==> config.mk <==
export PLATFORM = sky130hd
export DESIGN_NAME = frame_draw_scheduler
export DESIGN_NICKNAME = d
export VERILOG_FILES = /design/src/rtl/frame_draw_scheduler.sv
export SDC_FILE = /design/constraint.sdc
export NUM_CORES = 1
export LEC_CHECK = 0
export ABC_AREA = 1
export BUFFER_PORTS_ARGS = -buffer_cell sky130_fd_sc_hd__clkbuf_2
export CAP_MARGIN = 25
export CELL_PAD_IN_SITES_DETAIL_PLACEMENT = 1
export CELL_PAD_IN_SITES_GLOBAL_PLACEMENT = 1
export CORE_MARGIN = 10
export CORE_UTILIZATION = 35
export DETAILED_ROUTE_END_ITERATION = 10
export GPL_TIMING_DRIVEN = 1
export PLACE_DENSITY = 0.74
export SETUP_SLACK_MARGIN = 0.05
export SYNTH_ARGS = -nofsm -noshare
export SYNTH_HDL_FRONTEND = slang
export SYNTH_SLANG_ARGS = --single-unit
==> constraint.sdc <==
create_clock -name clock -period 3.1 [get_ports clock]
set_clock_uncertainty 0.05 [all_clocks]
set_input_delay 0.62 -clock clock [delete_from_list [all_inputs] [get_ports clock]]
set_output_delay 0.62 -clock clock [all_outputs]
set_load 0.02 [all_outputs]
==> src/rtl/frame_draw_scheduler.sv <==
// frame_draw_scheduler: services enabled sprite slots once per frame tick,
// running an erase pass then a draw pass per slot with per-pass timeout.
module frame_draw_scheduler #(
    parameter int NUM_SLOTS = 8,
    parameter int TIMEOUT   = 64
) (
    input  logic                 clock,
    input  logic                 reset,
    input  logic                 frame_tick,
    input  logic [NUM_SLOTS-1:0] slot_en,
    input  logic [NUM_SLOTS-1:0] drw_done,
    output logic [NUM_SLOTS-1:0] drw_start,
    output logic                 erase,
    output logic                 plot,
    output logic [2:0]           active_slot,
    output logic                 busy,
    output logic                 frame_done,
    output logic                 overrun,
    output logic                 timeout_err
);
    typedef enum logic [2:0] {IDLE, SCAN, START_ERASE, WAIT_ERASE, START_DRAW, WAIT_DRAW} state_t;
    localparam int CW = $clog2(TIMEOUT + 1);

    state_t               state, state_nx;
    logic [3:0]           ptr, ptr_nx;
    logic [NUM_SLOTS-1:0] mask, mask_nx;
    logic [CW-1:0]        cnt, cnt_nx;
    logic [7:0]           mask_pad, done_pad, onehot;
    logic                 waiting, starting, done_ok, expired, last;

    assign mask_pad = 8'(mask);
    assign done_pad = 8'(drw_done);
    assign onehot   = 8'd1 << ptr[2:0];
    assign waiting  = state == WAIT_ERASE || state == WAIT_DRAW;
    assign starting = state == START_ERASE || state == START_DRAW;
    // the first wait cycle ignores done so a drawer has time to drop it
    assign done_ok  = waiting && cnt != '0 && done_pad[ptr[2:0]];
    assign expired  = waiting && !done_ok && cnt == CW'(TIMEOUT - 1);
    assign last     = state == SCAN && ptr == 4'(NUM_SLOTS);

    always_ff @(posedge clock) begin
        if (reset) begin
            state <= IDLE;
            ptr   <= '0;
            mask  <= '0;
            cnt   <= '0;
        end else begin
            state <= state_nx;
            ptr   <= ptr_nx;
            mask  <= mask_nx;
            cnt   <= cnt_nx;
        end
    end

    always_comb begin
        state_nx = state;
        ptr_nx   = ptr;
        mask_nx  = mask;
        cnt_nx   = waiting ? cnt + 1'b1 : '0;
        unique case (state)
            IDLE: if (frame_tick) begin
                state_nx = SCAN;
                ptr_nx   = '0;
                mask_nx  = slot_en;
            end
            SCAN: begin
                if (last) state_nx = IDLE;
                else if (mask_pad[ptr[2:0]]) state_nx = START_ERASE;
                else ptr_nx = ptr + 4'd1;
            end
            START_ERASE: state_nx = WAIT_ERASE;
            START_DRAW:  state_nx = WAIT_DRAW;
            WAIT_ERASE: begin
                if (done_ok) state_nx = START_DRAW;
                else if (expired) begin
                    state_nx = SCAN;
                    ptr_nx   = ptr + 4'd1;
                end
            end
            WAIT_DRAW: if (done_ok || expired) begin
                state_nx = SCAN;
                ptr_nx   = ptr + 4'd1;
            end
            default: state_nx = IDLE;
        endcase
    end

    // outputs are gated by reset so an abandoned frame emits nothing
    assign drw_start   = (starting && !reset) ? onehot[NUM_SLOTS-1:0] : '0;
    assign erase       = !reset && (state == START_ERASE || state == WAIT_ERASE);
    assign plot        = !reset && waiting && !done_pad[ptr[2:0]];
    assign active_slot = (!reset && (starting || waiting)) ? ptr[2:0] : 3'd0;
    assign busy        = !reset && state != IDLE;
    assign frame_done  = !reset && last;
    assign overrun     = busy && frame_tick && !last;
    assign timeout_err = !reset && expired;
endmodule

# After elaboration in Yosys (flattened, before gate mapping)
# Index checks and enable logic that the tools add are counted.
# totals
register_bits	22
in_bits	19
out_inout_bits	17
wordCells	76
# op_classes
n_addsub	2
n_lt_le_gt_ge	1
n_eq_ne	15
shifts	1
n_mux	20
bitwise	1
n_reduce_logical	32
# op_table
operator	count
two-way mux 4 bit	6
two-way mux 3 bit	7
one-hot mux 3 bit (6 select lines)	1
one-hot mux 4 bit (4 select lines)	1
logical AND 1 bit	15
!= test 2 bit, second input constant	5
two-way mux 8 bit	1
left shift 1 x 3 -> 8 bit, first input constant	1
adder 7 x 1 -> 7 bit, second input constant	1
equality test 7 x 6 -> 1 bit, second input constant	1
AND reduction 7 bit	1
nonzero test 7 bit	1
binary-select mux 1 bit (select 3 bit)	2
equality test 3 x 2 -> 1 bit, second input constant	2
equality test 3 bit, second input constant	2
logical OR 1 bit	5
adder 4 x 1 -> 4 bit, second input constant	1
equality test 4 bit, second input constant	1
zero test 1 bit	4
< comparator 3 x 4 -> 1 bit, second input constant	1
AND reduction 4 bit	1
nonzero test 4 bit	1
equality test 3 x 1 -> 1 bit, second input constant	1
zero test 3 bit	1
8 further kinds	9

# Depth between registers and ports, before layout
# Gate-level depths: netlist of the first run.
# logic_depth
word_depth	10
mapped_depth	14
ltp_nobuf	12

# Worst setup path after synthesis of the first run
# OpenSTA, ideal clock, no wires.
# synth_path
path_kind	input port to output port
start	input reset
end	output drw_start[0]
t_arrival_ns	1.557
required_time_ns	2.430
slack_ns	0.873
stages	5
path_cell_list	buf_4 inv_1 nand2_1 clkbuf_1 nor3_1
# synth_via
elab_chain_len	3
# synth_lines
item	line	source
start, declared	8	input logic reset,
zero test 1 bit	89	assign drw_start = (starting && !reset) ? onehot[NUM_SLOTS-1:0] : '0;
logical AND 1 bit	89	
two-way mux 8 bit	89	
end, declared	12	output logic [NUM_SLOTS-1:0] drw_start,
# Every way passes these cells.

# Final worst setup path of the first run
# layout_path
start	register state[1]
end	output active_slot[2]
# layout_via
elab_chain_len	5
# layout_lines
item	line	source
start, declared	24	state_t state, state_nx;
start signal, assigned	48	state <= state_nx;
equality test 3 x 2 -> 1 bit, or another cell as far along	35	assign starting = state == START_ERASE || state == START_DRAW;
logical OR 1 bit (on tied branches)	35, 34	
logical OR 1 bit (*)	92	assign active_slot = (!reset && (starting || waiting)) ? ptr[2:0] : 3'd0;
logical AND 1 bit (*)	92	
two-way mux 3 bit (*)	92	
end, declared	15	output logic [2:0] active_slot,
# Mark *: on every way between the ends. The rest lies on a longest branch, timed or not.

==> results of run 1 <==
## synthesized netlist by cell type
library cell  instances  area [sq um]
o21ai_0              10          50.1
nand2_1              48           180
buf_4                 1          7.51
buf_6                 1          11.3
nand3_1              17          85.1
inv_2                 4          15.0
nor2_2                2          12.5
a31oi_1               2          12.5
o31ai_1               1          7.51
nor3_1                8          40.0
ha_1                  8           100
nand3b_1              2          15.0
bufinv_8              1          17.5
nor2_4                1          11.3
nor3_4                1          16.3
nor2_1               28           105
dfxtp_1              22           440
nand2_4               2          22.5
nand4_1               4          25.0
nand3_2               5          50.1
clkbuf_1              3          11.3
buf_8                 1          15.0
xor2_1                1          8.76
a21oi_1              17          85.1
nand2_2               4          25.0
inv_6                 1          8.76
buf_2                 2          10.0
inv_1                28           105
inv_4                 1          6.26
or2_2                 2          12.5
nor3b_1               1          7.51
a21oi_4               1          16.3
## worst min-delay path by stage
| stage | start | slack, ps | cells past startpoint | endpoint |
|---|---|---|---|---|
| global route | mask[7] | 440 | 2 | mask[7] |
| floorplan | mask[0] | 380 | 2 | mask[0] |
| detailed placement | mask[4] | 400 | 2 | mask[4] |
| finish | mask[2] | 410 | 2 | mask[2] |
| global placement | mask[7] | 400 | 2 | mask[7] |
| CTS | mask[4] | 420 | 2 | mask[4] |
## cells by family after synthesis
family,count (synthesis),synth area share [%]
simple gates,125,39.6
buf+inv,43,13.5
compound gates,31,11.2
flops,22,28.7
fa+ha+maj,8,6.51
xor+xnor,1,0.570
## layer usage
layer	up-vias	wire (um)	track usage [%]	share of wire [%]
met3	4	280	3.94	6.6
met5	-	0	0	0
met4	0	29	3.09	0.69
met2	33	1910	19.7	45
li1	798	-	-	-
met1	683	2000	15.4	47
## report_power, final
| part | total (W) | leakage, nW | internal, W | switching, W |
|---|---|---|---|---|
| Combinational | 0.000655 | 0.628 | 0.000224 | 0.000431 |
| Sequential | 0.000423 | 0.180 | 0.000337 | 0.0000865 |
| Clock | 0.000270 | 0.0357 | 0.000172 | 0.0000979 |
## flip-flops by register name, summed over array words and instances, names as in the netlist
register  count
ptr           4
state         3
cnt           7
mask          8
## area by class of cell
cell class | count | area share, %
multi-input cells | 165 | 49.3
clock inverters | 1 | 1.67
inverters | 35 | 8.48
well taps | 52 | 3.61
repair buffers | 36 | 10.1
flip-flops and latches | 22 | 24.5
clock buffers | 3 | 2.29
## through the flow
step	std cells	util (%)	total power, W	setup WS, ps
after floorplan	230	-	0.000953	873
after global routing	314	41.9	0.00148	261
final	314	41.9	0.00135	506
after CTS	314	41.9	0.00137	478
after detailed placement	310	40.3	0.00109	574
after global placement	310	40.3	0.00108	596
## critical path: stages (launching register included)
cell	delay (ps)
dfxtp_1	450
inv_1	90
nor2_1	120
inv_1	70
o21ai_0	170
nand2_1	280
a21oi_1	280
clkbuf_2	200
==> results_dict.tcl, run 1 <==
set metrics [dict create \
    status "complete, no violations" \
    clock_latency_ps 260 \
    grt_pass1_wl_um 7650 \
    required_ps 2430 \
    fin_crit_ps 2590 \
    grt_usage_pct 12.3 \
    yosysSeqAreaShare_pct 28.7 \
    clkSinkCount 22 \
    syn_to_final_growth_pct 17.2 \
    drtIter0Drc 35 \
    clockBufferDepth 2 \
    holdWs_ps 412 \
    power_density_nw_per_um2 749 \
    drv_slew 0 \
    vias 1518 \
    place.gp.congestion 0.813 \
    die-area_sq_um 7440 \
    avgSynthCellArea_sq_um 6.68 \
    final_common_cell "nand2_1" \
    cts_hold_buf 0 \
    fmax_ghz 0.385 \
    timing.rr.start "ptr[0]" \
    cap_violations 0 \
    cts_tree "built" \
    hold_viol_final 0 \
    criticalPathCategory "reg2out" \
    crit_end "active_slot[2]" \
    yosys_warnings 0 \
    dpl_cell_area_sq_um 1730 \
    antenna_left 0 \
    fin_crit_sh_pct 83.7 \
    end_kind "primary output" \
    io_pins 36 \
    rows 24 \
    vdd_ir_drop_max_uv 342 \
    cts_resized 0 \
    rr_worst_depth 11 \
    initial_core_util_pct 35.8 \
    cts_made_buffers 3 \
    antenna_found_initial 0 \
    htree_levels 1 \
    rsz0062_at_grt "no" \
    drc 0 \
    postCtsSetupRepairBufs 0 \
    wl_per_cell_um 13.4 \
    fill_cells 594 \
    reg2reg_setup_slack_ps 1070 \
    ff_latch_area_sq_um 440 \
    worst_slew_pin_slew_ps 582 \
    final_cell_mix "48 x nand2_1, 35 x clkbuf_2, 28 x inv_1, 28 x nor2_1, 22 x dfxtp_1" \
    setup_viol 0 \
    slew_headroom_pct 61.2 \
    final_nets 290 \
    syn_inst 230 \
    diodes 0 \
    synth.cell_area_sq_um 1540 \
    crit_path_max_fanout 11 \
    grt_max_degree 17 \
    synth-seq-cells 22 \
    finalInstanceArea_sq_um 1800 \
    r2r_end "ptr[0]" \
    root_buffer "clkbuf_8" \
    fp.dieH_um 86.3 \
    multi_input_area_sq_um 888 \
    hold_class "reg2reg" \
    grt_pass1_vias 1623 \
    finalSetupTns_ps 0 \
    die_w_um 86.3 \
    leakage_nw 0.844 \
    startpoint "state[1]" \
    wl_um 4220 \
    drt_pass1_iterations 4 \
    yosysUniqueCellTypes 32 \
    worstSetupStartpointType "flop" \
    via_per_inst 4.83 \
    port_buffers 35 \
    grt_overflow 0 \
    cts.clk_slew.worst_paths_ps 80 \
    post_route_cells_drive_above_1_share_pct 24.8 \
    core-area_sq_um 4290 \
    dp_hpwl_um 3450 \
    syn-num-nets 257 \
    cp.arrival_ps 1920 \
]
No activity file was read; power rests on OpenSTA's default activity.
==> run 2, diff against run 1 <==
Settings changed: ABC_AREA 1 to 0, PLACE_DENSITY 0.74 to 0.72.
Clock period 3.1 ns to 2.6 ns, I/O delays scaled along.
==> run 2 against run 1 <==
Compared with the run above: global-route usage grew 0.46 points; clock power is 20% higher; design area increased by 0.90%; cell count shrank 16%; worst hold slack worse by 1.8 ps; first-iteration DRC count rose to 2.7 times the previous value; die area down 7.2%; core utilization rose by 6.6 points; clock-buffer cell count is the same.
==> results_dict.tcl, run 2 <==
set metrics [dict create \
    r2r_end "ptr[0]" \
    initial_core_util_pct 37.2 \
    antenna_left 0 \
    rows 22 \
    grt_max_degree 15 \
    end_kind "primary output" \
    die_w_um 83.1 \
    drt_pass1_iterations 4 \
    power_density_nw_per_um2 483 \
    yosysSeqAreaShare_pct 31.6 \
    vias 1409 \
    worstHoldStart "mask[4]" \
    synth_edf_count 0 \
    synth.cell_area_sq_um 1390 \
    setup_viol 0 \
    required_ps 2030 \
    worstSetupStartpointType "flop" \
    io_pins 36 \
    synth_ff_type "dfxtp_1" \
    timing.rr.start "ptr[0]" \
    grt_usage_pct 12.7 \
    htree_levels 1 \
    antenna_found_initial 0 \
    swShare_pct 26.8 \
    final_cell_mix "34 x clkbuf_2, 27 x nand2_1, 21 x dfxtp_1" \
    cts_made_buffers 3 \
    cp.arrival_ps 1890 \
    synth-seq-cells 22 \
    drv_slew 0 \
    core-area_sq_um 3740 \
    slew_headroom_pct 73.2 \
    finalSetupTns_ps 0 \
    diodes 0 \
    syn_inst 169 \
    via_per_inst 5.36 \
    p_sw_w 0.000235 \
    vdd_ir_drop_max_uv 332 \
    yosysUniqueCellTypes 43 \
    port_buffers 35 \
    syn_to_final_growth_pct 30.5 \
    fp.dieH_um 83.1 \
    drc 0 \
    clock_power_share_pct 36.7 \
    instances_no_fill 263 \
    async_reset_ff_share_pct 0 \
    hold_viol_final 0 \
    rsz0062_at_grt "yes" \
    cts_tree "built" \
    syn-num-nets 196 \
    top_regs "mask x8, cnt x7, ptr x4" \
    fin_crit_sh_pct 94.6 \
    combPwrFrac_pct 21.7 \
    grt_pass1_vias 1557 \
    die-area_sq_um 6900 \
    largest_reg_flops 8 \
    fill_cells 479 \
    cap_violations 0 \
    wl_per_cell_um 16.8 \
    crit_path_max_fanout 8 \
    wl_um 4410 \
    drtIter0Drc 95 \
    largest_register "mask" \
    reg2reg_setup_slack_ps 200 \
    final_nets 243 \
    post_route_cells_drive_above_1_share_pct 33.5 \
    holdPathStages 2 \
    whs_endpoint "mask[4]" \
    clkSinkCount 22 \
    p_int_w 0.000643 \
    leakage_nw 0.834 \
    yosys_warnings 0 \
    avgSynthCellArea_sq_um 8.24 \
    yosys.area.top_type "dfxtp_1" \
    hold_class "reg2reg" \
    clock_latency_ps 270 \
    place.gp.congestion 0.841 \
    synth_commonest_cells "27 x nand2_1, 22 x dfxtp_1, 12 x and3_1" \
    fmax_ghz 0.407 \
    grt_pass1_wl_um 7510 \
    fin_crit_ps 2460 \
    criticalPathCategory "reg2out" \
    cts.clk_slew.worst_paths_ps 80 \
    yosysMostFrequentCell "nand2_1" \
    cts_hold_buf 0 \
    dp_hpwl_um 3520 \
    rr_worst_depth 8 \
    grt_overflow 0 \
    yosysTopAreaCellShare_pct 31.6 \
    clockBufferDepth 2 \
    root_buffer "clkbuf_8" \
    seq_power_share_pct 41.5 \
    worst_slew_pin_slew_ps 400 \
    dp.cells 255 \
    status "complete, no violations" \
    synthTopCellsByArea "dfxtp_1 32%, nand2_1 7.3%, ha_1 7.2%" \
    final_common_cell "clkbuf_2" \
]
[run 2: cell types whose count changed in the layout (fill, tap and decap cells not counted), sizes merged, moves of 14 or more]
cell	change
and3	+14
buf	+14
inv	-28
nand2	-27
nand3	-17
nor2	-20
[run 2: critical path, stage by stage, from the launching register on]
cell and delay [ps]:
dfxtp_1 400, buf_6 160, mux2i_1 70, mux4_2 560
nor2_2 160, a311oi_2 100, buf_4 170
[run 2: cell families (layout without fill, tap and decap cells)]
family	Yosys count	in the layout	synth area share, %
buffers and inverters	13	59	4.04
DFF	22	22	31.6
xor gates and xnor gates	5	5	3.15
muxes	10	10	9.34
adders and majority gates	8	8	7.19
AOI/OAI and AO/OA	29	29	14.1
and+or+nand+nor	82	82	30.5
[run 2: layer usage]
| metal | vias up | wire length, um | track usage, % |
|---|---|---|---|
| li1 | 691 | - | - |
| met1 | 683 | 1860 | 13.9 |
| met2 | 29 | 2320 | 23.1 |
| met3 | 6 | 180 | 3.81 |
| met4 | 0 | 42 | 3.08 |
| met5 | - | 0 | 0 |
[run 2: what timing repair did]
item                       in CTS  in global routing
setup buffers                   3                  1
resized for setup               7                  5
setup endpoints to repair       1                 10
pin swaps                       2                  1
[run 2: how the worst max path moves through the flow]
stage,start,cells after the start,slack (ps),endpoint
6_report,ptr[0],6,140,timeout_err
2_1_floorplan,cnt[0],6,170,timeout_err
3_3_place_gp,cnt[0],7,310,timeout_err
4_1_cts,cnt[0],7,50,timeout_err
5_1_grt,ptr[0],8,30,ptr[0]
3_5_place_dp,frame_tick,6,260,ptr[3]
[run 2: power by group through the flow]
stage	registers (W)	logic, W	clock network [W]
finish	0.000365	0.000191	0.000323
global route	0.000367	0.000212	0.000349
CTS	0.000365	0.000188	0.000332
detailed placement	0.000373	0.000185	0
global placement	0.000372	0.000174	0
floorplan	0.000368	0.000121	0
[run 2: through the flow]
stage | cell area (sq um) | power [W] | hold slack [ps] | utilization, % | setup slack [ps]
after CTS | 1800 | 0.000884 | 410 | 48.0 | 51.3
after global placement | 1680 | 0.000546 | 395 | 44.8 | 314
after global routing | 1820 | 0.000928 | 422 | 48.5 | 25.6
after floorplan | 1400 | 0.000489 | 380 | - | 169
final | 1820 | 0.000878 | 411 | 48.5 | 140
after detailed placement | 1680 | 0.000557 | 398 | 44.8 | 259
[run 2: cell type report]
type | count | area [sq um] | area share, %
inverters | 6 | 22.5 | 1.24
clock buffers | 3 | 41.3 | 2.27
well taps | 48 | 60.1 | 3.31
flip-flops and latches | 22 | 442 | 24.3
clock inverters | 1 | 30.0 | 1.65
multi-input cells | 134 | 935 | 51.4
repair buffers | 49 | 287 | 15.8
